<file path="config.mk">
export PLATFORM = sky130hd
export DESIGN_NAME = mem_arbiter_flat
export DESIGN_NICKNAME = d
export VERILOG_FILES = /design/src/rtl/mem_arbiter_pkg.sv /design/src/rtl/mem_arbiter_if.sv /design/src/rtl/mem_arbiter_starve_counter.sv /design/src/rtl/mem_arbiter.sv /design/src/flat_wrapper.sv
export SDC_FILE = /design/constraint.sdc
export NUM_CORES = 1
export LEC_CHECK = 0
export BUFFER_PORTS_ARGS = -buffer_cell sky130_fd_sc_hd__buf_2
export CAP_MARGIN = 10
export CELL_PAD_IN_SITES_DETAIL_PLACEMENT = 1
export CELL_PAD_IN_SITES_GLOBAL_PLACEMENT = 1
export CORE_UTILIZATION = 23
export CTS_CLUSTER_DIAMETER = 60
export CTS_CLUSTER_SIZE = 24
export DETAILED_ROUTE_END_ITERATION = 8
export PLACE_DENSITY_LB_ADDON = 0.1
export RECOVER_POWER = 100
export SYNTH_ARGS = -nofsm -noshare
export SYNTH_HDL_FRONTEND = slang
export SYNTH_SLANG_ARGS = --single-unit
export TNS_END_PERCENT = 100
</file>
<file path="constraint.sdc">
create_clock -name clk -period 2.23 [get_ports clk]
set_input_delay 0.669 -clock clk [delete_from_list [all_inputs] [get_ports clk]]
set_output_delay 0.669 -clock clk [all_outputs]
set_load 0.005 [all_outputs]
</file>
<file path="src/rtl/mem_arbiter_pkg.sv">
// -----------------------------------------------------------------------------
// mem_arbiter_pkg
// Shared definitions for the main-RAM arbiter slice.
//  - ADDR_W_DEF / DATA_W_DEF : default RAM word-address and data widths
//  - ST_*                    : arbiter FSM state encodings
//  - PORT_*                  : requester ids (CPU path, debug/loader path)
// -----------------------------------------------------------------------------
package mem_arbiter_pkg;

   localparam int ADDR_W_DEF = 9;
   localparam int DATA_W_DEF = 32;

   localparam logic [1:0] ST_IDLE   = 2'd0;
   localparam logic [1:0] ST_ACCESS = 2'd1;
   localparam logic [1:0] ST_RDATA  = 2'd2;

   localparam logic PORT_CPU = 1'b0;
   localparam logic PORT_DBG = 1'b1;

endpackage

</file>
<file path="src/rtl/mem_arbiter_if.sv">
// -----------------------------------------------------------------------------
// mem_arbiter_if
// One requester port of the RAM arbiter.
//  req    requester -> arbiter  request, held with we/addr/wdata until gnt
//  we     requester -> arbiter  1 = write, 0 = read
//  addr   requester -> arbiter  word address
//  wdata  requester -> arbiter  write data
//  gnt    arbiter -> requester  1-cycle pulse, access issued to RAM
//  rvalid arbiter -> requester  1-cycle pulse, rdata valid (reads only)
//  rdata  arbiter -> requester  read data, holds last value read by this port
// Modports: master = requester side, slave = arbiter side.
// -----------------------------------------------------------------------------
interface mem_arbiter_if
   import mem_arbiter_pkg::*;
#(
   parameter int ADDR_W = ADDR_W_DEF,
   parameter int DATA_W = DATA_W_DEF
);

   logic              req;
   logic              we;
   logic [ADDR_W-1:0] addr;
   logic [DATA_W-1:0] wdata;
   logic              gnt;
   logic              rvalid;
   logic [DATA_W-1:0] rdata;

   modport master (
      output req, we, addr, wdata,
      input  gnt, rvalid, rdata
   );

   modport slave (
      input  req, we, addr, wdata,
      output gnt, rvalid, rdata
   );

endinterface

</file>
<file path="src/rtl/mem_arbiter_starve_counter.sv">
// -----------------------------------------------------------------------------
// mem_arbiter_starve_counter
// Counts consecutive arbitration losses of the debug port; saturates at LIMIT.
//  clk       in   clock, rising edge
//  in_reset  in   asynchronous, active-low reset (count -> 0)
//  clr       in   clear count (debug port won or stopped requesting)
//  inc       in   increment (both requested, CPU port won)
//  at_limit  out  count == LIMIT, debug port must win the next contention
// -----------------------------------------------------------------------------
module mem_arbiter_starve_counter #(
   parameter int LIMIT = 4,
   parameter int CNT_W = $clog2(LIMIT + 1)
) (
   input  logic clk,
   input  logic in_reset,
   input  logic clr,
   input  logic inc,
   output logic at_limit
);

   logic [CNT_W-1:0] cnt_reg;
   logic [CNT_W-1:0] cnt_next;

   assign at_limit = (cnt_reg == CNT_W'(LIMIT));

   always_comb begin
      cnt_next = cnt_reg;
      if (clr) begin
         cnt_next = '0;
      end else if (inc && !at_limit) begin
         cnt_next = cnt_reg + 1'b1;
      end
   end

   always_ff @(posedge clk or negedge in_reset) begin
      if (!in_reset) begin
         cnt_reg <= '0;
      end else begin
         cnt_reg <= cnt_next;
      end
   end

endmodule

</file>
<file path="src/rtl/mem_arbiter.sv">
// -----------------------------------------------------------------------------
// mem_arbiter
// Shares one synchronous-read RAM between the CPU memory path (p0) and the
// debug/program-loader port (p1). One access at a time; p0 has fixed priority,
// a starvation counter forces p1 to win after STARVE_LIM consecutive losses.
//  clk        in   clock, rising edge
//  in_reset   in   asynchronous, active-low reset
//  p0, p1     requester ports (mem_arbiter_if.slave)
//  mem_addr   out  RAM address
//  mem_wdata  out  RAM write data
//  mem_we     out  RAM write strobe
//  mem_re     out  RAM read strobe, mem_rdata valid on the next cycle
//  mem_rdata  in   RAM read data
//  busy       out  arbiter not idle
// Timing: req sampled in IDLE at edge N -> gnt in cycle N+1, rvalid in N+2.
// -----------------------------------------------------------------------------
module mem_arbiter
   import mem_arbiter_pkg::*;
#(
   parameter int ADDR_W     = ADDR_W_DEF,
   parameter int DATA_W     = DATA_W_DEF,
   parameter int STARVE_LIM = 4
) (
   input  logic              clk,
   input  logic              in_reset,
   mem_arbiter_if.slave      p0,
   mem_arbiter_if.slave      p1,
   output logic [ADDR_W-1:0] mem_addr,
   output logic [DATA_W-1:0] mem_wdata,
   output logic              mem_we,
   output logic              mem_re,
   input  logic [DATA_W-1:0] mem_rdata,
   output logic              busy
);

   localparam int CNT_W = $clog2(STARVE_LIM + 1);

   logic [1:0]        state_reg,     state_next;
   logic              lat_we_reg,    lat_we_next;
   logic              lat_port_reg,  lat_port_next;
   logic [ADDR_W-1:0] lat_addr_reg,  lat_addr_next;
   logic [DATA_W-1:0] lat_wdata_reg, lat_wdata_next;

   logic [1:0]        req_vec;
   logic [1:0]        gnt_vec;
   logic [1:0]        rvalid_vec;
   logic [DATA_W-1:0] rdata_vec [2];

   logic idle;
   logic win_dbg;
   logic at_limit;
   logic cnt_clr;
   logic cnt_inc;

   assign req_vec = {p1.req, p0.req};
   assign idle    = (state_reg == ST_IDLE);

   // p1 wins when alone, or when contending after STARVE_LIM straight losses.
   assign win_dbg = req_vec[1] && (!req_vec[0] || at_limit);

   // Counter only moves on IDLE cycles; requests elsewhere are ignored.
   assign cnt_clr = idle && (!req_vec[1] || win_dbg);
   assign cnt_inc = idle && req_vec[0] && req_vec[1] && !win_dbg;

   mem_arbiter_starve_counter #(
      .LIMIT (STARVE_LIM),
      .CNT_W (CNT_W)
   ) u_starve (
      .clk      (clk),
      .in_reset (in_reset),
      .clr      (cnt_clr),
      .inc      (cnt_inc),
      .at_limit (at_limit)
   );

   always_comb begin
      state_next     = state_reg;
      lat_we_next    = lat_we_reg;
      lat_port_next  = lat_port_reg;
      lat_addr_next  = lat_addr_reg;
      lat_wdata_next = lat_wdata_reg;
      case (state_reg)
         ST_IDLE: begin
            if (|req_vec) begin
               state_next = ST_ACCESS;
               if (win_dbg) begin
                  lat_port_next  = PORT_DBG;
                  lat_we_next    = p1.we;
                  lat_addr_next  = p1.addr;
                  lat_wdata_next = p1.wdata;
               end else begin
                  lat_port_next  = PORT_CPU;
                  lat_we_next    = p0.we;
                  lat_addr_next  = p0.addr;
                  lat_wdata_next = p0.wdata;
               end
            end
         end
         ST_ACCESS: state_next = lat_we_reg ? ST_IDLE : ST_RDATA;
         ST_RDATA:  state_next = ST_IDLE;
         default:   state_next = ST_IDLE;
      endcase
   end

   always_ff @(posedge clk or negedge in_reset) begin
      if (!in_reset) begin
         state_reg     <= ST_IDLE;
         lat_we_reg    <= 1'b0;
         lat_port_reg  <= PORT_CPU;
         lat_addr_reg  <= '0;
         lat_wdata_reg <= '0;
      end else begin
         state_reg     <= state_next;
         lat_we_reg    <= lat_we_next;
         lat_port_reg  <= lat_port_next;
         lat_addr_reg  <= lat_addr_next;
         lat_wdata_reg <= lat_wdata_next;
      end
   end

   // RAM side: strobes only in ACCESS, address/data straight from the latch.
   assign mem_addr  = lat_addr_reg;
   assign mem_wdata = lat_wdata_reg;
   assign mem_we    = (state_reg == ST_ACCESS) &&  lat_we_reg;
   assign mem_re    = (state_reg == ST_ACCESS) && !lat_we_reg;
   assign busy      = !idle;

   // Per-port grant/rvalid decode and read-data hold register.
   generate
      for (genvar gi = 0; gi < 2; gi++) begin : g_port
         logic [DATA_W-1:0] hold_reg;

         assign gnt_vec[gi]    = (state_reg == ST_ACCESS) && (lat_port_reg == 1'(gi));
         assign rvalid_vec[gi] = (state_reg == ST_RDATA)  && (lat_port_reg == 1'(gi));

         always_ff @(posedge clk or negedge in_reset) begin
            if (!in_reset) begin
               hold_reg <= '0;
            end else if (rvalid_vec[gi]) begin
               hold_reg <= mem_rdata;
            end
         end

         // During rvalid the RAM output is passed through so data arrives
         // in the same cycle; afterwards the captured copy is presented.
         assign rdata_vec[gi] = rvalid_vec[gi] ? mem_rdata : hold_reg;
      end
   endgenerate

   assign p0.gnt    = gnt_vec[0];
   assign p0.rvalid = rvalid_vec[0];
   assign p0.rdata  = rdata_vec[0];
   assign p1.gnt    = gnt_vec[1];
   assign p1.rvalid = rvalid_vec[1];
   assign p1.rdata  = rdata_vec[1];

endmodule

</file>
<file path="src/flat_wrapper.sv">
// flat-port wrapper written by rule: the top's interface ports become plain ports
module mem_arbiter_flat import mem_arbiter_pkg::*;
#(
   parameter int ADDR_W     = ADDR_W_DEF,
   parameter int DATA_W     = DATA_W_DEF,
   parameter int STARVE_LIM = 4
)
  (clk, in_reset, mem_addr, mem_wdata, mem_we, mem_re, mem_rdata, busy, p0_req, p0_we, p0_addr, p0_wdata, p0_gnt, p0_rvalid, p0_rdata, p1_req, p1_we, p1_addr, p1_wdata, p1_gnt, p1_rvalid, p1_rdata);
  mem_arbiter_if #(.ADDR_W(ADDR_W), .DATA_W(DATA_W)) p0_i ();
  mem_arbiter_if #(.ADDR_W(ADDR_W), .DATA_W(DATA_W)) p1_i ();
  input  logic clk;
  input  logic in_reset;
  output logic [ADDR_W-1:0] mem_addr;
  output logic [DATA_W-1:0] mem_wdata;
  output logic mem_we;
  output logic mem_re;
  input  logic [DATA_W-1:0] mem_rdata;
  output logic busy;
  input wire logic [$bits(p0_i.req)-1:0] p0_req;
  input wire logic [$bits(p0_i.we)-1:0] p0_we;
  input wire logic [$bits(p0_i.addr)-1:0] p0_addr;
  input wire logic [$bits(p0_i.wdata)-1:0] p0_wdata;
  output wire logic [$bits(p0_i.gnt)-1:0] p0_gnt;
  output wire logic [$bits(p0_i.rvalid)-1:0] p0_rvalid;
  output wire logic [$bits(p0_i.rdata)-1:0] p0_rdata;
  input wire logic [$bits(p1_i.req)-1:0] p1_req;
  input wire logic [$bits(p1_i.we)-1:0] p1_we;
  input wire logic [$bits(p1_i.addr)-1:0] p1_addr;
  input wire logic [$bits(p1_i.wdata)-1:0] p1_wdata;
  output wire logic [$bits(p1_i.gnt)-1:0] p1_gnt;
  output wire logic [$bits(p1_i.rvalid)-1:0] p1_rvalid;
  output wire logic [$bits(p1_i.rdata)-1:0] p1_rdata;
  assign p0_i.req = p0_req;
  assign p0_i.we = p0_we;
  assign p0_i.addr = p0_addr;
  assign p0_i.wdata = p0_wdata;
  assign p0_gnt = p0_i.gnt;
  assign p0_rvalid = p0_i.rvalid;
  assign p0_rdata = p0_i.rdata;
  assign p1_i.req = p1_req;
  assign p1_i.we = p1_we;
  assign p1_i.addr = p1_addr;
  assign p1_i.wdata = p1_wdata;
  assign p1_gnt = p1_i.gnt;
  assign p1_rvalid = p1_i.rvalid;
  assign p1_rdata = p1_i.rdata;
  mem_arbiter #(.ADDR_W(ADDR_W), .DATA_W(DATA_W), .STARVE_LIM(STARVE_LIM)) u_core (.clk(clk), .in_reset(in_reset), .p0(p0_i), .p1(p1_i), .mem_addr(mem_addr), .mem_wdata(mem_wdata), .mem_we(mem_we), .mem_re(mem_re), .mem_rdata(mem_rdata), .busy(busy));
endmodule
</file>
=== Yosys cells after proc, flatten, opt, wreduce, memory -nomap -nowiden ===
Cells that the tools add are included.
Widths: inputs -> output; s select.

* Register bits: 112
* Input port bits: 120
* Word-level logic and storage cells: 49

* Add/sub/neg operators: 1
* Equality and inequality tests: 4
* Mux-type cells: 11
* Bitwise operators: 1
* Reduce and logical (&&, ||, !) cells: 24

{| class="wikitable"
|+ Operator list
! operator !! number
|-
| $mux 32 || 3
|-
| $logic_and 1x1->1 || 12
|-
| $mux 9 || 1
|-
| $logic_not 1->1 || 6
|-
| $mux 3 || 2
|-
| $mux 2 || 2
|-
| $pmux 2 s2 || 1
|-
| $add 3x1->3 const B || 1
|-
| $eq 3x3->1 const B || 1
|-
| $eq 2x1->1 const B || 1
|-
| $eq 2x2->1 const B || 1
|-
| $logic_not 2->1 || 1
|-
| $logic_or 1x1->1 || 2
|-
| $mux 1 || 2
|-
| $ne 2x2->1 const B || 1
|-
| $reduce_and 2->1 || 1
|-
| $reduce_bool 2->1 || 1
|-
| $reduce_or 2->1 || 1
|-
| $not 1->1 || 1
|}

=== Depth between registers and ports, before layout ===
Gate-level depths: netlist of the first run.

* Word-level depth: 8
* Depth in mapped cells: 8
* Gate-level depth less buffers: 5

=== Hierarchy ===
From an unflattened synthesis of the first run, not the netlist that was laid out.

* Cells, all modules: 374
* Area total of the unflattened synthesis: 4968.5 um2

{| class="wikitable"
|+ By module, submodules not included
! module !! times used !! cells an instance !! area an instance (um2) !! seq. area each (um2)
|-
| mem_arbiter || 1 || 356 || 4770.8 || 2727.6
|-
| mem_arbiter_starve_counter || 1 || 18 || 197.7 || 75.1
|}

=== Least setup slack after synthesis of the first run ===
No wires, ideal clock.

* Path kind: register to output
* Start point: register u_core.lat_port_reg
* End point: output p0_rdata[19]
* Data arrival time: 1.317 ns
* Path slack: 0.244 ns
* Stages on the path, launching flop included: 4
* Path buffers: 1
* Path through: dfrtp_1 -> nor3b_2 -> buf_4 -> mux2_2

* Cells in the longest elaborated chain, start to end: 3

{| class="wikitable"
|+ Ends and longest elaborated chain
! element !! RTL line !! source
|-
| from (decl) || mem_arbiter.sv:40 || <nowiki>logic lat_port_reg, lat_port_next;</nowiki>
|-
| from (signal assigned) || mem_arbiter.sv:115 || <nowiki>lat_port_reg <= lat_port_next;</nowiki>
|-
| $not 1->1 || mem_arbiter.sv:134 || <nowiki>assign rvalid_vec[gi] = (state_reg == ST_RDATA) && (lat_port_reg == 1'(gi));</nowiki>
|-
| $logic_and 1x1->1 || mem_arbiter.sv:134 ||
|-
| via p0_rvalid || flat_wrapper.sv:24 || <nowiki>output wire logic [$bits(p0_i.rvalid)-1:0] p0_rvalid;</nowiki>
|-
| $mux 32 || -- ||
|-
| to (decl) || flat_wrapper.sv:25 || <nowiki>output wire logic [$bits(p0_i.rdata)-1:0] p0_rdata;</nowiki>
|}

The timed path passes the listed nets, and every way through them passes these cells.

=== Worst setup path after layout of the first run ===
* Start point: register u_core.state_reg[1]
* End point: output p1_rdata[31]

* Cells in the longest elaborated chain, start to end: 3

{| class="wikitable"
|+ Ends and longest elaborated chain
! element !! RTL line !! source
|-
| from (decl) || mem_arbiter.sv:38 || <nowiki>logic [1:0] state_reg, state_next;</nowiki>
|-
| from (signal assigned) || mem_arbiter.sv:113 || <nowiki>state_reg <= state_next;</nowiki>
|-
| $eq 2x2->1 || mem_arbiter.sv:134 ||
|-
| $logic_and 1x1->1 || mem_arbiter.sv:134 ||
|-
| $mux 32 || mem_arbiter.sv:146 || <nowiki>assign rdata_vec[gi] = rvalid_vec[gi] ? mem_rdata : hold_reg;</nowiki>
|-
| to (decl) || flat_wrapper.sv:32 || <nowiki>output wire logic [$bits(p1_i.rdata)-1:0] p1_rdata;</nowiki>
|}

Every way passes these cells.

==> results.md, run 1 <==
* Status: finished, violations left
* Failing checks: setup timing
* Slew @ Worst Pin at 0.949 ns
* Num CTS Buffers at 9
* Hold WC Path Type: in2async
* Routed vias at 4253
* Clock slew at reported path FFs at 0.07 ns
* Dpl hpwl at 11200 um
* Maxcap violations at 0
* Largest net degree at the start of global routing at 86
* Combinational share of power at 52.8%
* Worst setup EP type: output pin
* Final ANT Viol Nets at 0
* Seq cells post-synth at approximately 110
* CTS tree: done
* Number of flip-flops under the largest register name at between 60 and 70
* Switching Share at roughly a third
* WS Path Type: reg2out
* Port buffer count at ~230
* Min Tclk post-route at roughly 2.5 ns
* Endpoints failing hold at 0
* Final slew viol count at 0
* CTS Buffer Depth at 2
* Final Util at 35.8%
* Synth top area share at 56.7%
* Pwr Density at 1470 mW/mm^2
* Data required, critical path at roughly 1.6 ns
* First-pass GRT wire length at around 25000 um
* Area Growth Syn to Fin at 52.4%
* Die ar. at 0.0221 mm^2
* Mapped Cells at approximately 420
* Critical path arrival at 1.80 ns
* Worst Skew at between 0.007 and 0.008 ns
* H-tree levels at 3
* NetSw at 3.69 mW
* I/O Pins at 232
* Fmax at around 400 MHz
* Crit path cell chain: buf_6, nand3b_1, buf_6, clkbuf_16, mux2_1, buf_6
* Pre-antenna DRT Iters at 4
* Number of warnings issued by yosys at 0
* Int Pwr at 7.40 mW
* Vias per inst at about 4.5
* Clock share of power at 15.9%
* Final WL at 17300 um
* Number of synthesized flops with an enable pin at 0
* Top FF cell, synth: dfrtp_1
* Chip width at 149 um
* DR iter-0 viols at 123
* Worst Path Buf+Inv at 4
* Share of power burned in registers at 31.2%
* Synthesized area per cell at 11.9 um^2
* Initial Utilization at 23.5%
* Layout cells sized above 1 at 52.9%
* Yosys top cell by area: dfrtp_1
* Critical Path Max Stage Delay at 0.41 ns
* Top-count cell post-synth: dfrtp_1
* Slew headroom at approximately 37%
* Peak VDD IR at 0.355 mV
* Largest cells by area after synthesis: dfrtp_1, mux2_2, o221ai_1
* Clock root buffer master: clkbuf_16
* Post-place setup slack at -0.0158 ns
* RSZ-0062 raised after global routing: true
* Gpl congestion at 0.723
* Final net count at 775
* Syn nets at roughly 540
* Crit path max-delay family: buffers and inverters
* Critical-path top delay cell: dfrtp_1
* Placed cells at 893
* Crit Path Max Fanout at 4
* Netlist cell types at 26
* Std cell rows at 53
* Startpoint class of the critical path: register
* Clk_lat worst skew at 0.35 ns
* All-Layer GR Usage at roughly 15%
* Final setup margin at -0.243 ns
* Wire per inst at 18.5 um
* Leakage at ~3.7 nW
* Non-filler instance count after layout at 935
* Synth top cells by count: dfrtp_1, mux2_2, inv_1, nand3_1, nand4_1
* Sequential fraction of the synthesis area at 56.7%
* CP most frequent cell: buf_6
* Grt ovf at 0
* Post-Syn Area at 0.00495 mm^2
* DIE HEIGHT at 149 um
* Vias in the first global route at about 4500
* Core ar. at 0.0211 mm^2
* DRC at 0
* CTS Sinks at 112
* Post-synth ARST share at 100%
* Setup Viol. Count Final at 64
* Initial antenna violation count at 2
* Tcrit/Tclk final at 111%
==> worst reg2reg max path, cell delays in order (launching register included) <==
cell and delay (ns):
dfrtp_1 0.41, inv_1 0.07, ha_1 0.17, a21bo_2 0.14, and2_2 0.77, o221ai_1 0.27
==> repair_timing <==
item	4_1_cts	5_1_grt
endpoints found under the setup margin	64	94
gates resized for setup	39	88
cloned	1	5
buffers inserted	3	15
hold buffers	0	0
pin swaps	1	0
==> kinds of logic (layout without fill, tap and decap cells) <==
logic type,count (synthesis),after routing,synth area share (%)
AND/OR/NAND/NOR,100,100,11.4
AO/OA/AOI/OAI,49,49,8.80
buffers and inverters,89,331,8.12
multiplexers,64,64,14.6
adder cells (fa/ha/maj),2,2,0.506
flip-flops,112,112,56.7
other,0,2,0
==> through the flow <==
stage | setup TNS [ns] | power [mW] | hold WS (ns) | area (um^2)
2_1_floorplan | 0 | 5.81 | 0.373 | 4950
3_3_place_gp | 0 | 7.65 | 0.452 | 6400
3_5_place_dp | -0.0158 | 7.79 | 0.447 | 6400
4_1_cts | -15.47 | 10.1 | 0.259 | 6960
5_1_grt | -17.53 | 11.9 | 0.420 | 7540
6_report | -12.66 | 11.1 | 0.383 | 7540
==> placed cells by master (no fill, tap or decap) <==
master and count:
nand2b_1 1, o221ai_1 39, diode_2 2, bufinv_16 2, inv_6 1, mux2_4 53, mux2_2 5, nand3b_1 1
buf_6 62, a31oi_1 1, clkbuf_16 13, clkbuf_1 1, nand2_1 2, clkbuf_2 4, mux2_1 6, and2_4 1
and2_2 1, clkinv_2 2, o221ai_2 3, o2bb2ai_1 1, buf_16 1, o22ai_1 1, ha_1 2, nand4_1 43
nor2_1 5, a21bo_2 1, buf_2 172, nor2_4 1, nor3b_4 1, inv_1 49, a21boi_0 1, buf_4 19
or2_2 1, dfrtp_1 112, nand3_1 43, inv_8 1, o21ai_0 2, buf_12 4
==> power by group through the flow <==
stage / combinational (mW) / clock, mW / sequential, mW
after floorplan: 2.39 / 0 / 3.42
after global placement: 4.21 / 0 / 3.44
after detailed placement: 4.31 / 0 / 3.48
after CTS: 4.84 / 1.84 / 3.45
after global routing: 6.39 / 1.90 / 3.59
final: 5.86 / 1.77 / 3.46
==> path summary, 6_finish.rpt <==
check | endpoint | from | slack [ns] | cells after the start
worst max-delay path | p1_rdata[31] | u_core.state_reg[1] | -0.24 | 6
worst min-delay path | u_core.g_port[0].hold_reg[23] | in_reset | 0.38 | 1
worst max register to register | u_core.mem_wdata[22] | u_core.u_starve.cnt_reg[0] | 0.23 | 5
worst min register to register | u_core.state_reg[1] | u_core.lat_we_reg | 0.46 | 1
max in group asynchronous | u_core.g_port[0].hold_reg[3] | in_reset | 0.59 | 2
min in group clk | u_core.state_reg[1] | u_core.lat_we_reg | 0.46 | 1
==> routing by layer <==
layer  global-route usage [%]  wire [um]
met1                     19.8       7630
met2                     23.5       8210
met3                     3.99       1150
met4                     5.77        260
met5                        0          0
==> cell type report <==
class | instances | area, um^2
Sequential cell | 112 | 2800
Multi-Input combinational cell | 215 | 1960
Antenna cell | 2 | 5.00
Tap cell | 275 | 344
Fill cell | 2337 | 13500
Clock inverter | 6 | 90.1
Timing Repair Buffer | 266 | 1930
Clock buffer | 10 | 229
Inverter | 49 | 184
No activity file was read; power rests on OpenSTA's default activity.
==> inputs of run 2 (changes only) <==
--- a/config.mk
+++ b/config.mk
@@ -9,13 +9,13 @@
 export CAP_MARGIN = 10
 export CELL_PAD_IN_SITES_DETAIL_PLACEMENT = 1
 export CELL_PAD_IN_SITES_GLOBAL_PLACEMENT = 1
-export CORE_UTILIZATION = 23
-export CTS_CLUSTER_DIAMETER = 60
+export CORE_UTILIZATION = 30
 export CTS_CLUSTER_SIZE = 24
 export DETAILED_ROUTE_END_ITERATION = 8
 export PLACE_DENSITY_LB_ADDON = 0.1
 export RECOVER_POWER = 100
 export SYNTH_ARGS = -nofsm -noshare
 export SYNTH_HDL_FRONTEND = slang
+export SYNTH_HIERARCHICAL = 1
 export SYNTH_SLANG_ARGS = --single-unit
 export TNS_END_PERCENT = 100
==> run 2 against run 1 <==
Net effect:
- the flow finishes with violations (capacitance limit, slew limit, setup timing)
- clock power decreased by 8%
- utilization increased by 7.4 points
- design area decreased by 8.4%
- register-to-register slack improved by 0.05 ns
- flip-flop and latch count unchanged
- non-clock buffer count decreased by 8
- highest routed layer unchanged
==> results.md, run 2 <==
* Leakage at 3.24 nW
* GR Layer Usage met1 at 23.4%
* Dpl hpwl at 10700 um
* Initial Utilization at 31.1%
* Worst Path Buf+Inv at 3
* Std cell rows at 46
* Num CTS Buffers at 9
* Top-count cell post-synth: dfrtp_1
* Vias in the first global route at ~4500
* First-pass GRT wire length at ~24000 um
* Failing checks: capacitance limit, slew limit, setup timing
* Hold WC Path Type: reg2reg
* Clock root buffer master: clkbuf_16
* Gpl congestion at 0.733
* Grt ovf at 0
* Wire per inst at 20.2 um
* Data required, critical path at 1.56 ns
* RSZ-0062 raised after global routing: true
* Critical path arrival at ~1.8 ns
* Hold Startpoint: u_core/g_port[0].hold_reg[4]
* CTS tree: done
* Crit path cell chain: nor3b_4, buf_6, clkbuf_16, mux2_2, buf_2
* Synth top area share at 56.4%
* Pwr Density at 1410 mW/mm^2
* Final net count at 728
* Tcrit/Tclk final at 112%
* Netlist cell types at 30
* All-Layer GR Usage at a little under a fifth
* Number of warnings issued by yosys at 6
* Fmax at 401 MHz
* Area Growth Syn to Fin at 39.1%
* Final ANT Viol Nets at 0
* Syn nets at 496
* Worst Skew at 0.00798 ns
* Largest cells by area after synthesis: dfrtp_1, mux2_2, a2bb2oi_1
* Total power at 9.73 mW
* Endpoints failing hold at 0
* Layout cells sized above 1 at 56.3%
* Final WL at about 17000 um
* Slew headroom at -8.23%
* Chip width at 131 um
* Final slew viol count at 113
* WS Path Type: reg2out
* Critical-path top delay cell: dfrtp_1
* Yosys top cell by area: dfrtp_1
* Sequential fraction of the synthesis area at between 50% and 60%
* Vias per inst at 5.04
* DR iter-0 viols at 159
* Number of flip-flops under the largest register name at 64
* GRT busiest layer: met2
* Largest net degree at the start of global routing at 113
* Initial antenna violation count at 1
* Core ar. at 0.0160 mm^2
* Pre-antenna DRT Iters at 4
* Crit Path Max Fanout at 4
* # hold bufs at CTS at 0
* Clock slew at reported path FFs at 0.08 ns
* Top FF cell, synth: dfrtp_1
* Post-synth ARST share at 100%
* Critical Path Max Stage Delay at 0.43 ns
* Synth top cells by count: dfrtp_1, mux2_2, a2bb2oi_1, a311oi_1, o21ai_0
* CTS Sinks at 112
* Clk_lat worst skew at roughly 0.35 ns
* Commonest non-fill, non-tap cell in the layout: buf_2
* Crit path max-delay family: buffers and inverters
* DIE HEIGHT at 131 um
* Die ar. at 0.0171 mm^2
* R2r startpoint: u_core/u_starve/cnt_reg[0]
* I/O Pins at 232
* Slew @ Worst Pin at 1.62 ns
* Peak VDD IR at 0.482 mV
* Startpoint class of the critical path: register
* Maxcap violations at 1
* H-tree levels at 3
* Final setup margin at -0.262 ns
* Status: finished, violations left
* Worst setup EP type: output pin
* Min Tclk post-route at 2.49 ns
* Number of synthesized flops with an enable pin at 0
* Setup Viol. Count Final at 64
* Met3 usage at 3.62%
* Synthesized area per cell at 13.3 um^2
* CP startpoint: u_core/state_reg[0]
* GR Layer Usage met2 at about a third
* Mapped Cells at 374
* Post-Syn Area at 0.00497 mm^2
* Routed vias at 4174
* Seq cells post-synth at 112
* Port buffer count at 231
* CTS Buffer Depth at 2
* DRC at 0
* Most frequent cells in the layout: buf_2, dfrtp_1, mux2_2
* Final hold slack at 0.486 ns
==> run 2: cells by family (layout without fill, tap and decap cells) <==
group,count (synthesis),in the layout,synth area share [%]
AND/OR/NAND/NOR,21,21,3.10
other,0,1,0
multiplexers,66,66,15.0
flip-flops,112,112,56.4
adder cells (fa/ha/maj),2,2,0.504
AO/OA/AOI/OAI,130,130,19.6
buffers and inverters,43,280,5.34
==> run 2: layout make-up <==
cell class / count / area [um^2]
Antenna cell: 1 / 2.50
Clock buffer: 10 / 229
Clock inverter: 6 / 62.6
Fill cell: 1819 / 9090
Inverter: 6 / 22.5
Multi-Input combinational cell: 219 / 1960
Sequential cell: 112 / 2800
Tap cell: 216 / 270
Timing Repair Buffer: 258 / 1560
==> run 2: repair_timing <==
action	in CTS	in global routing
gates resized for setup	23	12
pin swaps	1	1
setup buffers	5	4
cloned	1	4
setup endpoints to repair	64	64
==> run 2: report_power, final <==
part	switching, mW	internal, mW
registers	0.412	3.05
clock network	0.830	0.791
logic	2.05	2.60
total	3.29	6.44
==> run 2: through the flow <==
stage	setup TNS [ns]	setup slack [ns]	instances	area (um^2)	utilization, %
finish	-14.33	-0.262	828	6910	43.2
global route	-19.97	-0.348	828	6910	43.2
CTS	-14.35	-0.249	820	6770	42.3
detailed placement	0	0.143	798	6310	39.4
global placement	0	0.184	798	6310	39.4
floorplan	0	0.163	374	4970	-
==> run 2: final timing paths <==
check / end / cells past startpoint / slack (ns)
setup / recovery: p0_rdata[1] / 5 / -0.26
hold / removal: u_core/g_port[0].hold_reg[4] / 1 / 0.49
setup reg to reg: u_core/u_starve/cnt_reg[0] / 7 / 0.28
hold reg to reg: u_core/g_port[0].hold_reg[4] / 1 / 0.49
max in group asynchronous: u_core/mem_addr[6] / 2 / 0.36
min in group asynchronous: u_core/mem_wdata[13] / 2 / 0.84
==> run 2: metal layers <==
layer	vias to the layer above	routed length [um]
met5	-	0
li1	1895	-
met1	2114	7360
met3	22	935
met4	0	286
met2	143	8120
